==> src/rtl/alu_pkg.sv <==
// -----------------------------------------------------------------------------
// alu_pkg
// Shared definitions for the 16-bit ALU issue path.
//   OP_W / OP_*   : opcode width and the eight legal ALU opcodes (0-7).
//   state_t       : issue FSM encoding (IDLE, EXEC, RESP).
//   op_class_t    : result of classify_op(): legal opcode / ADD-or-SUB.
// -----------------------------------------------------------------------------
package alu_pkg;

  localparam int OP_W = 4;

  localparam logic [OP_W-1:0] OP_AND  = 4'd0;
  localparam logic [OP_W-1:0] OP_OR   = 4'd1;
  localparam logic [OP_W-1:0] OP_ADD  = 4'd2;
  localparam logic [OP_W-1:0] OP_SUB  = 4'd3;
  localparam logic [OP_W-1:0] OP_XOR  = 4'd4;
  localparam logic [OP_W-1:0] OP_NOR  = 4'd5;
  localparam logic [OP_W-1:0] OP_NAND = 4'd6;
  localparam logic [OP_W-1:0] OP_SLT  = 4'd7;

  typedef enum logic [1:0] {
    IDLE = 2'd0,
    EXEC = 2'd1,
    RESP = 2'd2
  } state_t;

  typedef struct packed {
    logic legal;   // opcode 0-7
    logic addsub;  // ADD or SUB: the only ops whose overflow is meaningful
  } op_class_t;

  function automatic op_class_t classify_op(input logic [OP_W-1:0] op);
    op_class_t c;
    c.legal  = (op <= OP_SLT);
    c.addsub = (op == OP_ADD) || (op == OP_SUB);
    return c;
  endfunction

endpackage

==> src/rtl/alu_issue_unit_if.sv <==
// -----------------------------------------------------------------------------
// alu_issue_unit_if
// Request/response bus of the ALU issue unit plus its status/control lines.
// Handshake rule for both channels: a transfer happens on a rising clk edge
// where valid and ready are both 1; the sender holds valid and its payload
// stable until that edge, and ready may be asserted independently of valid.
//   req_*        : request channel (producer -> unit)
//   rsp_*        : response channel (unit -> consumer)
//   clr_sticky   : synchronous clear of ovfl_sticky
//   ovfl_sticky  : sticky overflow status
//   op_count     : number of responses accepted (wraps)
// Modports: master = producer/consumer side, slave = the issue unit.
// -----------------------------------------------------------------------------
interface alu_issue_unit_if #(
  parameter int WIDTH = 16,
  parameter int CNT_W = 16
);
  import alu_pkg::*;

  logic                 req_valid;
  logic                 req_ready;
  logic [OP_W-1:0]      req_op;
  logic [WIDTH-1:0]     req_a;
  logic [WIDTH-1:0]     req_b;

  logic                 rsp_valid;
  logic                 rsp_ready;
  logic [WIDTH-1:0]     rsp_result;
  logic                 rsp_zero;
  logic                 rsp_neg;
  logic                 rsp_ovfl;
  logic                 rsp_err;

  logic                 clr_sticky;
  logic                 ovfl_sticky;
  logic [CNT_W-1:0]     op_count;

  modport master (
    output req_valid, req_op, req_a, req_b, rsp_ready, clr_sticky,
    input  req_ready, rsp_valid, rsp_result, rsp_zero, rsp_neg, rsp_ovfl,
           rsp_err, ovfl_sticky, op_count
  );

  modport slave (
    input  req_valid, req_op, req_a, req_b, rsp_ready, clr_sticky,
    output req_ready, rsp_valid, rsp_result, rsp_zero, rsp_neg, rsp_ovfl,
           rsp_err, ovfl_sticky, op_count
  );

endinterface

==> src/rtl/alu16b.sv <==
// -----------------------------------------------------------------------------
// alu16b
// Combinational ALU.
//   a, b  : signed operands
//   op    : opcode (AND, OR, ADD, SUB, XOR, NOR, NAND, SLT); others give r=0
//   r     : result
//   ovfl  : signed overflow, valid for ADD/SUB only
// SLT returns the raw sign of a-b without overflow correction.
// -----------------------------------------------------------------------------
module alu16b
  import alu_pkg::*;
#(
  parameter int WIDTH = 16
) (
  input  logic [WIDTH-1:0] a,
  input  logic [WIDTH-1:0] b,
  input  logic [OP_W-1:0]  op,
  output logic [WIDTH-1:0] r,
  output logic             ovfl
);

  logic [WIDTH-1:0] sum;
  logic [WIDTH-1:0] diff;

  always_comb begin
    sum  = a + b;
    diff = a - b;
    r    = '0;
    ovfl = 1'b0;
    case (op)
      OP_AND:  r = a & b;
      OP_OR:   r = a | b;
      OP_ADD: begin
        r    = sum;
        ovfl = (a[WIDTH-1] == b[WIDTH-1]) && (sum[WIDTH-1] != a[WIDTH-1]);
      end
      OP_SUB: begin
        r    = diff;
        ovfl = (a[WIDTH-1] != b[WIDTH-1]) && (diff[WIDTH-1] != a[WIDTH-1]);
      end
      OP_XOR:  r = a ^ b;
      OP_NOR:  r = ~(a | b);
      OP_NAND: r = ~(a & b);
      OP_SLT:  r = {{(WIDTH-1){1'b0}}, diff[WIDTH-1]};
      default: r = '0;
    endcase
  end

endmodule

==> src/rtl/alu_issue_unit.sv <==
// -----------------------------------------------------------------------------
// alu_issue_unit
// Valid/ready front end for alu16b. One operation in flight at a time:
// IDLE (accept request) -> EXEC (ALU evaluates registered operands, result
// captured at end of cycle) -> RESP (response held until accepted).
// Ports:
//   clk    : system clock, rising edge
//   reset  : asynchronous, active-high reset
//   bus    : alu_issue_unit_if.slave (request, response, sticky, counter)
//   state  : current FSM state, for observation
// -----------------------------------------------------------------------------
module alu_issue_unit
  import alu_pkg::*;
#(
  parameter int WIDTH = 16,
  parameter int CNT_W = 16
) (
  input  logic                clk,
  input  logic                reset,
  alu_issue_unit_if.slave     bus,
  output state_t              state
);

  state_t           state_q, state_d;

  logic [OP_W-1:0]  op_q;
  logic [WIDTH-1:0] a_q;
  logic [WIDTH-1:0] b_q;

  logic [WIDTH-1:0] result_q;
  logic             zero_q;
  logic             neg_q;
  logic             ovfl_q;
  logic             err_q;
  logic             sticky_q;
  logic [CNT_W-1:0] count_q;

  logic             req_ready_c;
  logic             rsp_valid_c;
  logic             capture;
  logic             req_fire;
  logic             rsp_fire;

  logic [WIDTH-1:0] alu_r;
  logic             alu_ovfl;
  op_class_t        cls;

  // FSM next-state and handshake outputs
  always_comb begin
    state_d     = state_q;
    req_ready_c = 1'b0;
    rsp_valid_c = 1'b0;
    capture     = 1'b0;
    case (state_q)
      IDLE: begin
        req_ready_c = 1'b1;
        if (bus.req_valid) state_d = EXEC;
      end
      EXEC: begin
        capture = 1'b1;
        state_d = RESP;
      end
      RESP: begin
        rsp_valid_c = 1'b1;
        if (bus.rsp_ready) state_d = IDLE;
      end
      default: state_d = IDLE;
    endcase
  end

  assign req_fire = req_ready_c & bus.req_valid;
  assign rsp_fire = rsp_valid_c & bus.rsp_ready;

  always_ff @(posedge clk or posedge reset) begin
    if (reset) state_q <= IDLE;
    else       state_q <= state_d;
  end

  // Operand registers: only loaded on an accepted request, so req_* is
  // ignored in EXEC and RESP.
  always_ff @(posedge clk or posedge reset) begin
    if (reset) begin
      op_q <= '0;
      a_q  <= '0;
      b_q  <= '0;
    end else if (req_fire) begin
      op_q <= bus.req_op;
      a_q  <= bus.req_a;
      b_q  <= bus.req_b;
    end
  end

  alu16b #(.WIDTH(WIDTH)) u_alu (
    .a    (a_q),
    .b    (b_q),
    .op   (op_q),
    .r    (alu_r),
    .ovfl (alu_ovfl)
  );

  assign cls = classify_op(op_q);

  // Response capture at the end of EXEC. Illegal opcodes bypass the ALU
  // entirely; overflow is only taken from the ALU for ADD/SUB.
  always_ff @(posedge clk or posedge reset) begin
    if (reset) begin
      result_q <= '0;
      zero_q   <= 1'b0;
      neg_q    <= 1'b0;
      ovfl_q   <= 1'b0;
      err_q    <= 1'b0;
    end else if (capture) begin
      if (!cls.legal) begin
        result_q <= '0;
        zero_q   <= 1'b0;
        neg_q    <= 1'b0;
        ovfl_q   <= 1'b0;
        err_q    <= 1'b1;
      end else begin
        result_q <= alu_r;
        zero_q   <= (alu_r == '0);
        neg_q    <= alu_r[WIDTH-1];
        ovfl_q   <= cls.addsub & alu_ovfl;
        err_q    <= 1'b0;
      end
    end
  end

  // Sticky overflow: a set from an overflowing handshake beats a clear.
  always_ff @(posedge clk or posedge reset) begin
    if (reset)                    sticky_q <= 1'b0;
    else if (rsp_fire && ovfl_q)  sticky_q <= 1'b1;
    else if (bus.clr_sticky)      sticky_q <= 1'b0;
  end

  // Completed-operation counter, wraps naturally at 2^CNT_W.
  always_ff @(posedge clk or posedge reset) begin
    if (reset)         count_q <= '0;
    else if (rsp_fire) count_q <= count_q + CNT_W'(1);
  end

  assign bus.req_ready   = req_ready_c;
  assign bus.rsp_valid   = rsp_valid_c;
  assign bus.rsp_result  = result_q;
  assign bus.rsp_zero    = zero_q;
  assign bus.rsp_neg     = neg_q;
  assign bus.rsp_ovfl    = ovfl_q;
  assign bus.rsp_err     = err_q;
  assign bus.ovfl_sticky = sticky_q;
  assign bus.op_count    = count_q;
  assign state           = state_q;

endmodule
==> src/flat_wrapper.sv <==
// flat-port wrapper written by rule: the top's interface ports become plain ports
module alu_issue_unit_flat import alu_pkg::*;
#(
  parameter int WIDTH = 16,
  parameter int CNT_W = 16
)
  (clk, reset, state, bus_req_valid, bus_req_op, bus_req_a, bus_req_b, bus_rsp_ready, bus_clr_sticky, bus_req_ready, bus_rsp_valid, bus_rsp_result, bus_rsp_zero, bus_rsp_neg, bus_rsp_ovfl, bus_rsp_err, bus_ovfl_sticky, bus_op_count);
  alu_issue_unit_if #(.WIDTH(WIDTH), .CNT_W(CNT_W)) bus_i ();
  input  logic clk;
  input  logic reset;
  output state_t state;
  input wire logic [$bits(bus_i.req_valid)-1:0] bus_req_valid;
  input wire logic [$bits(bus_i.req_op)-1:0] bus_req_op;
  input wire logic [$bits(bus_i.req_a)-1:0] bus_req_a;
  input wire logic [$bits(bus_i.req_b)-1:0] bus_req_b;
  input wire logic [$bits(bus_i.rsp_ready)-1:0] bus_rsp_ready;
  input wire logic [$bits(bus_i.clr_sticky)-1:0] bus_clr_sticky;
  output wire logic [$bits(bus_i.req_ready)-1:0] bus_req_ready;
  output wire logic [$bits(bus_i.rsp_valid)-1:0] bus_rsp_valid;
  output wire logic [$bits(bus_i.rsp_result)-1:0] bus_rsp_result;
  output wire logic [$bits(bus_i.rsp_zero)-1:0] bus_rsp_zero;
  output wire logic [$bits(bus_i.rsp_neg)-1:0] bus_rsp_neg;
  output wire logic [$bits(bus_i.rsp_ovfl)-1:0] bus_rsp_ovfl;
  output wire logic [$bits(bus_i.rsp_err)-1:0] bus_rsp_err;
  output wire logic [$bits(bus_i.ovfl_sticky)-1:0] bus_ovfl_sticky;
  output wire logic [$bits(bus_i.op_count)-1:0] bus_op_count;
  assign bus_i.req_valid = bus_req_valid;
  assign bus_i.req_op = bus_req_op;
  assign bus_i.req_a = bus_req_a;
  assign bus_i.req_b = bus_req_b;
  assign bus_i.rsp_ready = bus_rsp_ready;
  assign bus_i.clr_sticky = bus_clr_sticky;
  assign bus_req_ready = bus_i.req_ready;
  assign bus_rsp_valid = bus_i.rsp_valid;
  assign bus_rsp_result = bus_i.rsp_result;
  assign bus_rsp_zero = bus_i.rsp_zero;
  assign bus_rsp_neg = bus_i.rsp_neg;
  assign bus_rsp_ovfl = bus_i.rsp_ovfl;
  assign bus_rsp_err = bus_i.rsp_err;
  assign bus_ovfl_sticky = bus_i.ovfl_sticky;
  assign bus_op_count = bus_i.op_count;
  alu_issue_unit #(.WIDTH(WIDTH), .CNT_W(CNT_W)) u_core (.clk(clk), .reset(reset), .bus(bus_i), .state(state));
endmodule
==> config.mk <==
export PLATFORM = sky130hd
export DESIGN_NAME = alu_issue_unit_flat
export DESIGN_NICKNAME = d
export VERILOG_FILES = /design/src/rtl/alu_pkg.sv /design/src/rtl/alu_issue_unit_if.sv /design/src/rtl/alu16b.sv /design/src/rtl/alu_issue_unit.sv /design/src/flat_wrapper.sv
export SDC_FILE = /design/constraint.sdc
export NUM_CORES = 1
export LEC_CHECK = 0
export BUFFER_PORTS_ARGS = -buffer_cell sky130_fd_sc_hd__buf_2
export CORE_MARGIN = 4
export CORE_UTILIZATION = 59
export CTS_CLUSTER_SIZE = 16
export DETAILED_ROUTE_END_ITERATION = 8
export GPL_ROUTABILITY_DRIVEN = 0
export PLACE_DENSITY_LB_ADDON = 0.25
export RECOVER_POWER = 100
export SYNTH_ARGS = -nofsm -noshare
export SYNTH_HDL_FRONTEND = slang
export SYNTH_HIERARCHICAL = 1
export SYNTH_SLANG_ARGS = --single-unit
export TNS_END_PERCENT = 10
==> constraint.sdc <==
create_clock -name clk -period 3.41 [get_ports clk]
set_input_delay 0.682 -clock clk [delete_from_list [all_inputs] [get_ports clk]]
set_output_delay 0.682 -clock clk [all_outputs]
set_load 0.01 [all_outputs]
# Word level (Yosys, flattened, before mapping)
# Index checks and enable logic that the tools add are counted.
totals:
  out_inout_bits: 41
  n_memories: 0
  latchBits: 0
  elab_cells: 62
  in_bits: 41
  reg_bits: 75
  mem_bits_rw: 0
  romBits: 0
classes:
  n_eq_ne: 15
  multipliers: 0
  div_mod_pow: 0
  muxes: 15
  shift: 0
  n_addsub: 3
  n_bitwise: 8
  order_cmp: 1
  n_reduce_logical: 9
ops:
  columns: ["operator", "count"]
  rows:
  - ["$pmux 16 s8", 1]
  - ["$not 16->16", 2]
  - ["$add 16x1->16 const B", 1]
  - ["$add 16x16->16", 1]
  - ["$and 16x16->16", 1]
  - ["$eq 4x3->1 const B", 4]
  - ["$logic_not 16->1", 1]
  - ["$mux 16", 1]
  - ["$or 16x16->16", 1]
  - ["$sub 16x16->16", 1]
  - ["$xor 16x16->16", 1]
  - ["$mux 1", 9]
  - ["$eq 4x2->1 const B", 2]
  - ["$pmux 2 s3", 1]
  - ["$eq 4x1->1 const B", 1]
  - ["$le 4x3->1 const B", 1]
  - ["$logic_not 4->1", 1]
  - ["$mux 2", 2]
  - ["$ne 2x2->1 const B", 2]
  - ["$and 1x1->1", 3]
  - ["$logic_and 1x1->1", 3]
  - ["$ne 1x1->1", 3]
  - ["$eq 2x1->1 const B", 1]
  - ["$eq 2x2->1 const B", 1]
  - ["other kinds (6)", 6]

# Depth between registers and ports, before layout
# Gate-level depths: netlist of the first run.
logic_depth:
  depth_word: 6
  mapped_depth: 13
  mapped_depth_nobuf: 13

# Hierarchy
# The synthesis of the first run kept the hierarchy.
by_module_without_submodules:
  columns: ["module", "instances", "cells_per_inst", "area_each_um2", "seq_area_each_um2"]
  rows:
  - ["alu_issue_unit", 1, 236, 3178.0, 1851.8]
  - ["alu16b", 1, 414, 2971.6, 0.0]

# Least setup slack after synthesis of the first run
# Ideal clock, no wire load.
synth_path:
  kind: "register to register"
  startpoint: "register u_core.a_q[1]"
  endpoint: "register u_core.zero_q, in the netlist u_core/bus.rsp_zero"
  arrival_ps: 2694
  setup_ps: 76
  stages_incl_launch_ff: 12
  t_required_ps: 3334
  setup_slack_ps: 640
  path_buffers: 0
  synth_period_minus_slack_ps: 2770
  path_cell_list: "dfrtp_1 -> inv_1 -> ha_1 -> o21ba_2 -> or4_4 -> a21oi_2 -> o21ai_1 -> a311o_1 -> a22o_1 -> nor4_1 -> nand4_1 -> o21ai_1"
synth_rtl:
  columns: ["item", "line_no", "source"]
  rows:
  - ["from (decl)", "alu_issue_unit.sv:27", "logic [WIDTH-1:0] a_q;"]
  - ["from (signal assigned)", "alu_issue_unit.sv:88", "a_q <= bus.req_a;"]
  - ["$sub 16x16->16 / $add 16x16->16 (equally long branches)", "alu16b.sv:27, alu16b.sv:26", null]
  - ["$pmux 16 s8 (*)", "alu16b.sv:30", "case (op)"]
  - ["named net u_core.alu_r[15]", "alu_issue_unit.sv:44", "logic [WIDTH-1:0] alu_r;"]
  - ["$logic_not 16->1 (*)", "alu_issue_unit.sv:121", "zero_q <= (alu_r == '0);"]
  - ["$mux 1 (*)", "alu_issue_unit.sv:113", "if (!cls.legal) begin"]
  - ["to (signal assigned)", "alu_issue_unit.sv:121", null]
  - ["to (decl)", "alu_issue_unit.sv:31", "logic zero_q;"]
# The timed path passes the listed nets; every way through them passes the cells marked *.
# A chain may end at the register's enable or synchronous reset.

# Worst setup path in the final report of the first run
layout_path:
  startpoint: "register u_core.a_q[4]"
  endpoint: "register u_core.zero_q, in the netlist u_core/bus.rsp_zero"
# Same word-level chain as after synthesis.

==> flow_summary_export.csv, run 1 <==
group,metric,value,unit
power,swShare,52.0,%
timing,fin_worst_skew,0.0157,ns
logic_synthesis,synth.top_cell.area_share,30.1,%
cells_and_area,syn_to_final_growth,7.14,%
power,vdd_drop_max,0.647,mV
power,powerDensity,1170,nW/µm²
worst_setup_path,critPathSlowestCell,"a221oi_1",
floorplan,die_width,110,µm
flow_run,max-cap-violations,2,
worst_setup_path,crit_path_frequent_cell,"nand2_1",
timing,tightest_slew,2.06,ns
grt,track_usage,25.9,%
grt,grt_max_degree,41,
power,p_seq_share,19.9,%
logic_synthesis,synthArstFlopShare,100,%
outcome,status,"finished, violations left",
timing,rsz0062_at_grt,"no",
timing,period_minus_slack,3.23,ns
cells_and_area,nets,812,
drt,vias_per_cell,6.24,
timing,drv_slew,79,
logic_synthesis,netlist_area,6150,µm²
power,leakage,2.93,nW
floorplan,dieHeight,110,µm
worst_setup_path,critPathKind,"reg -> reg",
placed_design,dpl_cell_area,6550,µm²
logic_synthesis,synth_edf_count,0,
cells_and_area,final_common_cell,"dfrtp_1",
cts,cts_sinks,74,
drt,drt_iter0_drc,750,
power,pwr-share-clk,10.1,%
timing,setup_violations,0,
timing,max_clock_freq,309,MHz
logic_synthesis,syn_nets,742,
grt,grt_pass1_vias,5179,
logic_synthesis,yosysWarnings,6,
logic_synthesis,synthAdderAreaFrac,10.6,%
cts,clk_latency,0.37,ns
power,p_sw,4.01,mW
drt,ant_nets,0,
drt,drt_first_pass_iters,7,
placed_design,hpwl,11300,µm
cells_and_area,final_cell_mix,"74 x dfrtp_1, 55 x inv_1, 49 x ha_1",
floorplan,core-area,10200,µm²
logic_synthesis,synthCells,650,
drt,route.detailed.drc,0,
cts,cts_made_buffers,9,
grt,grt_pass1_wl,25100,µm
logic_synthesis,synth_top_family_by_area,"compound AO/OA/AOI/OAI gates",
worst_setup_path,critical_path.cell_chain,"inv_1 > ha_1 > nor2_1 > a221oi_1 > nand2_1 > a221o_1 > nand2_1 > o221ai_1 > nor4_1 > nand4_1 > o21ai_1",
logic_synthesis,yosysTopAreaCell,"dfrtp_1",
cts,clk_pin_slew,0.09,ns
grt,grt_overflow,0,
worst_setup_path,cp_max_fo,9,
timing,max-slew-margin-rel,-37.0,%
logic_synthesis,synth_compound_area_share,21.9,%
timing,finalCritPeriodShare,94.8,%
logic_synthesis,synth.area.mux_share,9.03,%
floorplan,io_pins,82,
logic_synthesis,synth-simple-area-share,15.2,%
logic_synthesis,synthFlopType,"dfrtp_1",
floorplan,initial_core_util,60.1,%
logic_synthesis,ys_seq_area_share,30.1,%
placed_design,numPortBuffers,81,
cts,clock_path_buffers,2,
logic_synthesis,synthTopCellsByArea,"dfrtp_1 30%, ha_1 10%, mux2_4 7.1%",
worst_setup_path,cpPeakStageDelay,0.52,ns
timing,finalHoldViolCount,0,
cells_and_area,num_antenna_cells,0,
cells_and_area,drive_gt1_share,13.2,%
cts,cts_tree,"yes",
cts,cts_root_buffer,"clkbuf_8",
hold_path,min_path_type,"in -> async",
drt,wirelength,15200,µm
logic_synthesis,synthXorXnorAreaFrac,4.56,%
grt,antenna_found_initial,0,
logic_synthesis,avgSynthCellArea,9.46,µm²
cts,htree_levels,3,
floorplan,num_rows,37,
power,p_total,7.72,mW
worst_setup_path,crit_path_start_kind,"flip-flop",
worst_setup_path,required,3.71,ns
cells_and_area,fin_area,6590,µm²
logic_synthesis,synth_seq_cells,74,
outcome,violations,"capacitance limit, slew limit",
power,p_int,3.71,mW
worst_setup_path,arrival,3.53,ns
power,pwr-share-comb,69.9,%
timing,finalSetupTns,0,ns
floorplan,die-area,12100,µm²
drt,vias,5373,
worst_setup_path,worstSetupEndpointType,"flip-flop",
logic_synthesis,synth.distinct_cells,89,
drt,drt-wirelength-per-cell,17.7,µm
cts,post-cts-setup-buffer-count,0,
[flip-flops by register name (all words and copies together) (netlist names)]
signal,count
u_core/a_q,16
u_core/b_q,16
u_core/bus.op_count,16
u_core/bus.ovfl_sticky,1
u_core/bus.rsp_err,1
u_core/bus.rsp_ovfl,1
u_core/bus.rsp_result,16
u_core/bus.rsp_zero,1
u_core/op_q,4
u_core/state,2
[Yosys cell counts, drive strengths merged (3+ instances only)]
cell and count:
a211oi 5, a21o 7, a21oi 32, a221o 5
a221oi 4, a22oi 9, a311oi 3, a31oi 3
and2 3, and3 7, buf 28, clkbuf 13
dfrtp 74, ha 49, inv 56, mux2 37
mux2i 3, nand2 44, nand2b 22, nand3 12
nand3b 3, nand4 11, nor2 27, nor2b 5
nor3 11, nor4 6, o211ai 8, o21ai 49
o21bai 4, o221ai 9, o22a 9, o22ai 4
o311ai 3, o31a 4, o31ai 4, or3 4
or4 4, xnor2 24, xor2 8
[area by class of cell]
class                           count  area (µm²)
Inverter                           56         210
Multi-Input combinational cell    479        3660
Timing Repair Buffer              100         482
Tap cell                          136         170
Fill cell                         922        3640
Clock inverter                      6        88.8
Clock buffer                       10         128
Sequential cell                    74        1850
[metrics by stage]
step | setup slack [ns] | instances | util, % | hold WS (ns)
floorplan | 0.640 | 650 | - | 0.498
global placement | 0.390 | 845 | 64.0 | 0.455
detailed placement | 0.318 | 845 | 64.0 | 0.466
CTS | 0.259 | 861 | 66.1 | 0.219
global route | 0.0437 | 861 | 64.4 | 0.352
finish | 0.178 | 861 | 64.4 | 0.298
[routing by layer]
metal | part of all wire [%] | track usage, % | routed length, µm | up-vias
li1 | - | - | - | 2493
met1 | 44 | 35.2 | 6660 | 2533
met2 | 44 | 40.2 | 6720 | 302
met3 | 10 | 5.36 | 1520 | 45
met4 | 2.2 | 11.0 | 341 | 0
met5 | 0 | 0 | 0 | -
[timing repair]
| item | CTS | global route |
|---|---|---|
| gates resized for setup | 0 | 4 |
| endpoints found under the setup margin | 0 | 1 |
| hold buffers | 0 | 0 |
[power groups by stage]
stage / sequential (mW) / combinational [mW] / clock, mW
floorplan: 1.51 / 4.35 / 0
global placement: 1.53 / 5.30 / 0
detailed placement: 1.57 / 5.41 / 0
CTS: 1.56 / 5.44 / 0.793
global route: 1.60 / 5.89 / 0.824
finish: 1.54 / 5.40 / 0.783
[critical path, delay by kind of cell (launching register included)]
family	cells	cell delay [ns]
compound gates	4	1.23
simple gates	5	1.02
fa+ha+maj	1	0.45
flops	1	0.40
buf+inv	1	0.06
[path summary, 6_finish.rpt]
path	from	end	slack, ns	cells after the start
setup / recovery	u_core/a_q[4]	u_core/bus.rsp_zero	0.18	11
max in group asynchronous	reset	u_core/bus.rsp_result[9]	0.82	3
setup reg to reg	u_core/a_q[4]	u_core/bus.rsp_zero	0.18	11
hold reg to reg	u_core/bus.rsp_result[1]	u_core/bus.rsp_result[1]	0.48	2
min in group clk	u_core/bus.rsp_result[1]	u_core/bus.rsp_result[1]	0.48	2
hold / removal	reset	u_core/a_q[3]	0.30	2
[cell families after synthesis]
logic type	Yosys count
AO/OA/AOI/OAI	189
XOR/XNOR	32
adder cells (fa/ha/maj)	51
buffers and inverters	97
flip-flops	74
multiplexers	40
AND/OR/NAND/NOR	167
No activity file was read; power rests on OpenSTA's default activity.
==> run 2, diff against run 1 <==
ABC_AREA = 1   (was not set)
==> flow_summary_export.csv, run 2 <==
group,metric,value,unit
timing,finalCritPeriodShare,78.9,%
logic_synthesis,synth.top_cell.area_share,29.9,%
power,swShare,56.8,%
grt,grt_pass1_wl,26500,µm
cts,clk_pin_slew,0.09,ns
worst_setup_path,worstSetupEndpointType,"flip-flop",
power,powerDensity,1060,nW/µm²
drt,route.detailed.drc,0,
cells_and_area,multi_input_area,3460,µm²
cts,holdBufCountCts,0,
cells_and_area,num_antenna_cells,0,
cts,cts_sinks,74,
placed_design,dpl.cell_count,1135,
placed_design,hpwl,12400,µm
logic_synthesis,yosysWarnings,6,
timing,finalSetupTns,0,ns
floorplan,die-area,12200,µm²
floorplan,core-area,10300,µm²
power,pwr-share-clk,10.4,%
cells_and_area,ff_latch_area,1850,µm²
worst_setup_path,arrival,2.98,ns
worst_setup_path,crit_path_start_kind,"flip-flop",
cells_and_area,syn_to_final_growth,7.89,%
timing,tightest_slew,1.44,ns
logic_synthesis,synthXorXnorAreaFrac,1.70,%
drt,drt-wirelength-per-cell,14.2,µm
power,pwr-share-comb,68.6,%
logic_synthesis,synth.distinct_cells,42,
timing,fin_worst_skew,0.0129,ns
cells_and_area,final_common_cell,"nand2_1",
cells_and_area,nets,1102,
floorplan,num_rows,37,
cts,cts_tree,"yes",
logic_synthesis,yosysTopAreaCell,"dfrtp_1",
logic_synthesis,synthArstFlopShare,100,%
flow_run,max-cap-violations,0,
power,leakage,3.72,nW
floorplan,dieHeight,110,µm
logic_synthesis,synth_seq_cells,74,
power,vdd_drop_max,0.428,mV
placed_design,numPortBuffers,81,
cts,clk_latency,0.36,ns
timing,finalHoldViolCount,0,
grt,grt_pass1_vias,5624,
cts,post-cts-setup-buffer-count,0,
logic_synthesis,synthCells,941,
grt,track_usage,27.7,%
drt,ant_nets,0,
cts,htree_levels,3,
logic_synthesis,ys_top_cells_by_count,"355 x nand2_1, 137 x inv_1, 74 x dfrtp_1, 74 x nand3_1, 51 x nor2_1",
timing,timing.final.ws_setup,0.719,ns
drt,drt_iter0_drc,812,
logic_synthesis,synth-simple-area-share,36.2,%
outcome,status,"finished, final reports clean",
cells_and_area,final_cell_mix,"357 x nand2_1, 142 x inv_1, 75 x nand3_1",
logic_synthesis,avgSynthCellArea,6.57,µm²
logic_synthesis,synth_edf_count,0,
logic_synthesis,synthFlopType,"dfrtp_1",
hold_path,min_path_type,"reg -> reg",
grt,grt_overflow,0,
floorplan,initial_core_util,60.2,%
cts,clock_path_buffers,2,
timing,max-slew-margin-rel,4.24,%
timing,drv_slew,0,
logic_synthesis,ys_seq_area_share,29.9,%
logic_synthesis,synthTopCellsByArea,"dfrtp_1 30%, nand2_1 22%, ha_1 9.9%",
power,p_int,3.06,mW
cts,cts_resized,0,
drt,drt_first_pass_iters,6,
logic_synthesis,syn_nets,1033,
placed_design,preCtsSetupSlack,1.00,ns
worst_setup_path,required,3.70,ns
timing,max_clock_freq,372,MHz
logic_synthesis,netlist_area,6180,µm²
power,p_seq_share,21.0,%
grt,grt_max_degree,39,
logic_synthesis,synth_top_family_by_area,"simple AND/OR/NAND/NOR gates",
cells_and_area,instances_no_fill,1151,
power,p_sw,4.02,mW
cells_and_area,fill_cells,1030,
worst_setup_path,cp_max_fo,38,
timing,rsz0062_at_grt,"no",
logic_synthesis,synthAdderAreaFrac,10.6,%
drt,wirelength,16400,µm
floorplan,io_pins,82,
drt,vias,6245,
logic_synthesis,synth_compound_area_share,8.96,%
cts,cts_made_buffers,9,
timing,period_minus_slack,2.69,ns
timing,setup_violations,0,
worst_setup_path,critPathKind,"reg -> reg",
cells_and_area,drive_gt1_share,9.46,%
logic_synthesis,synth.area.mux_share,0,%
logic_synthesis,synth_most_common_cell,"nand2_1",
grt,antenna_found_initial,0,
cts,cts_root_buffer,"clkbuf_8",
timing,holdWs,0.486,ns
drt,vias_per_cell,5.43,
floorplan,die_width,110,µm
run 2: cell types whose count changed after synthesis, moves of 22 or more:
cell,previous run,this run
mux2_4,29,0
nand2_1,44,355
o21ai_0,42,13
nor2_1,26,51
nand2b_1,22,0
inv_2,1,23
nand3_1,12,74
inv_1,55,137
run 2: worst max-delay path, stage by stage, from the launching register on:
cell     delay [ns]
dfrtp_1        0.44
nor2_2         0.12
nand2_1        0.65
inv_1          1.11
nand2_1        0.17
nand2_1        0.10
run 2: final timing paths:
check,slack [ns],end,start,depth (start not counted)
max,0.72,u_core/b_q[5],u_core/state[1],5
min reg2reg,0.49,u_core/bus.rsp_result[3],u_core/bus.rsp_result[3],2
min,0.49,u_core/bus.rsp_result[3],u_core/bus.rsp_result[3],2
max reg2reg,0.72,u_core/b_q[5],u_core/state[1],5
max in group asynchronous,1.06,u_core/b_q[11],reset,3
min in group asynchronous,0.51,u_core/b_q[1],reset,2
run 2: cell families (layout without fill, tap and decap cells):
| group | count (synthesis) | in the layout |
|---|---|---|
| adders and majority gates | 51 | 51 |
| xor gates and xnor gates | 12 | 12 |
| buffers and inverters | 189 | 263 |
| DFF | 74 | 74 |
| and+or+nand+nor | 527 | 527 |
| AOI/OAI and AO/OA | 88 | 88 |
run 2: final cells by class:
type                            count  share of cell area (%)
Multi-Input combinational cell    678                    51.9
Sequential cell                    74                    27.8
Inverter                          164                    9.26
Timing Repair Buffer               83                    5.42
Tap cell                          136                    2.55
Clock buffer                        9                    1.86
Clock inverter                      7                    1.24
run 2: per-layer routing:
layer  up-vias  routed length (µm)  track usage [%]
met3        53                1830             4.83
li1       3057                   -                -
met2       353                7090             43.2
met1      2782                7110             39.5
met4         0                 347             7.92
met5         -                   0                0
run 2: power by group through the flow:
stage,Combinational [mW],Clock [mW],Sequential (mW)
final,4.86,0.739,1.48
after global routing,5.40,0.782,1.53
after CTS,4.79,0.747,1.49
after detailed placement,4.74,0,1.51
after global placement,4.69,0,1.48
after floorplan,3.67,0,1.48
run 2: through the flow:
step,total power [mW],util [%],area (µm²)
detailed placement,6.25,64.3,6610
global placement,6.18,64.3,6610
floorplan,5.16,-,6180
CTS,7.03,66.3,6820
finish,7.08,64.9,6670
global route,7.72,64.9,6670
==> run 3, diff against run 2 <==
CORE_UTILIZATION = 54   (was 59)
clock period = 2.39 ns   (was 3.41 ns; I/O delays follow)
==> flow_summary_export.csv, run 3 (synthesis results as in run 2) <==
group,metric,value,unit
floorplan,num_rows,38,
floorplan,core-area,11000,µm²
grt,antenna_found_initial,0,
floorplan,initial_core_util,56.1,%
worst_setup_path,critical_path.top_delay_family,"simple AND/OR/NAND/NOR gates",
cells_and_area,nets,1125,
cells_and_area,final_common_cell,"nand2_1",
power,powerDensity,1590,nW/µm²
worst_setup_path,critical_path.cell_chain,"inv_1 > ha_2 > inv_1 > fa_2 > nand3_1 > nand3_2 > nand2_1 > nand3_1 > nand3_1 > nand3_1 > inv_1 > nand4_1 > nor2_1 > nand3_1 > nand2_1",
cts,cts_root_buffer,"clkbuf_16",
drt,route.detailed.drc,0,
worst_setup_path,critPathSlowestCell,"fa_2",
worst_setup_path,crit_path_frequent_cell,"nand3_1",
placed_design,preCtsSetupSlack,0.0393,ns
worst_setup_path,worstSetupStartpoint,"u_core/a_q[0]",
timing,drv_slew,0,
drt,vias_per_cell,5.26,
power,leakage,3.94,nW
timing,finalSetupTns,0,ns
cells_and_area,num_antenna_cells,0,
cells_and_area,syn_to_final_growth,17.7,%
cts,cts_made_buffers,9,
cells_and_area,fill_cells,1060,
grt,grt_overflow,0,
power,vdd_drop_max,0.739,mV
timing,tightest_slew,1.05,ns
cts,cts_tree,"yes",
hold_path,min_path_type,"in -> reg",
cells_and_area,fin_area,7280,µm²
grt,track_usage,25.4,%
worst_setup_path,r2r_start,"u_core/a_q[0]",
cells_and_area,final_util,66.0,%
cells_and_area,final_cell_mix,"353 x nand2_1, 136 x inv_1, 73 x dfrtp_1",
grt,grt_max_degree,50,
worst_setup_path,worst-path-stages,15,
worst_setup_path,required,2.68,ns
placed_design,hpwl,12700,µm
grt,grt_pass1_wl,26900,µm
timing,finalHoldViolCount,0,
worst_setup_path,cpPeakStageDelay,0.46,ns
worst_setup_path,r2r_cells,15,
power,p_total,11.6,mW
drt,drt-wirelength-per-cell,14.4,µm
timing,max_clock_freq,440,MHz
timing,finalCritPeriodShare,95.1,%
cts,holdBufCountCts,0,
timing,setup_violations,0,
cells_and_area,instances_no_fill,1178,
worst_setup_path,crit_end,"u_core/bus.rsp_zero",
grt,met3_usage,4.89,%
placed_design,dpl_cell_area,6740,µm²
placed_design,numPortBuffers,81,
floorplan,die_width,115,µm
drt,vias,6200,
placed_design,dpl.cell_count,1154,
floorplan,io_pins,82,
flow_run,max-cap-violations,0,
floorplan,die-area,13200,µm²
drt,wirelength,17000,µm
worst_setup_path,r2r_end,"u_core/bus.rsp_zero",
grt,use_met2,37.4,%
worst_setup_path,worstSetupEndpointType,"flip-flop",
cts,htree_levels,3,
timing,period_minus_slack,2.27,ns
timing,max-slew-margin-rel,29.9,%
grt,grt_pass1_vias,5602,
grt,grt-busiest-layer,"met2",
floorplan,dieHeight,115,µm
timing,fin_worst_skew,0.00977,ns
cts,clk_latency,0.35,ns
worst_setup_path,r2r_setup_slack,0.12,ns
worst_setup_path,arrival,2.56,ns
cts,clock_path_buffers,2,
grt,grtUsageMet1,36.6,%
cells_and_area,drive_gt1_share,15.8,%
timing,timing.final.ws_setup,0.118,ns
worst_setup_path,cp_max_fo,4,
outcome,status,"finished, final reports clean",
cts,clk_pin_slew,0.07,ns
drt,ant_nets,0,
worst_setup_path,critPathKind,"reg -> reg",
timing,holdWs,0.323,ns
worst_setup_path,path_buf_inv,3,
drt,drt_first_pass_iters,7,
drt,drt_iter0_drc,548,
cts,cts_sinks,74,
worst_setup_path,crit_path_start_kind,"flip-flop",
[run 3: power breakdown]
part	internal (mW)	switching (mW)	leakage, nW	total (mW)
clock network	0.843	0.555	0.142	1.40
logic	2.90	5.18	2.85	8.08
registers	1.69	0.401	0.946	2.09
total	5.43	6.13	3.94	11.6
[run 3: area by class of cell]
class                      count  area [µm²]  area share, %
multi-input combinational    678        3770           51.8
sequential                    74        1850           25.5
inverter                     164         618           8.49
timing repair buffer         106         554           7.62
clock buffer                  11         243           3.34
tap                          140         175           2.41
clock inverter                 5        62.6          0.860
[run 3: how the worst min path moves through the flow]
stage                                         from                       end  slack [ns]  cells after the start
after global routing                  bus_req_b[9]             u_core/b_q[9]        0.33                      3
after detailed placement  u_core/bus.rsp_result[2]  u_core/bus.rsp_result[2]        0.46                      2
after global placement    u_core/bus.rsp_result[4]  u_core/bus.rsp_result[4]        0.46                      2
final                                bus_req_a[13]            u_core/a_q[13]        0.32                      3
after CTS                                    reset  u_core/bus.rsp_result[0]        0.20                      2
after floorplan                     u_core/b_q[11]            u_core/b_q[11]        0.47                      2
[run 3: per-layer routing]
layer	wire (µm)	up-vias
met5	0	-
met4	503	0
met3	1690	41
met2	7210	304
met1	7560	2749
li1	-	3106
[run 3: worst reg2reg max path: cells and delay by family (launching register included)]
kind / cells / cell delay, ns
flops: 1 / 0.39
simple gates: 10 / 0.93
buf+inv: 3 / 0.26
fa+ha+maj: 2 / 0.65
[run 3: repair_timing]
item                                    CTS  global route
resized for setup                         0            55
endpoints found under the setup margin    0             4
endpoints found under the hold margin     0             0
buffers inserted                          0             8
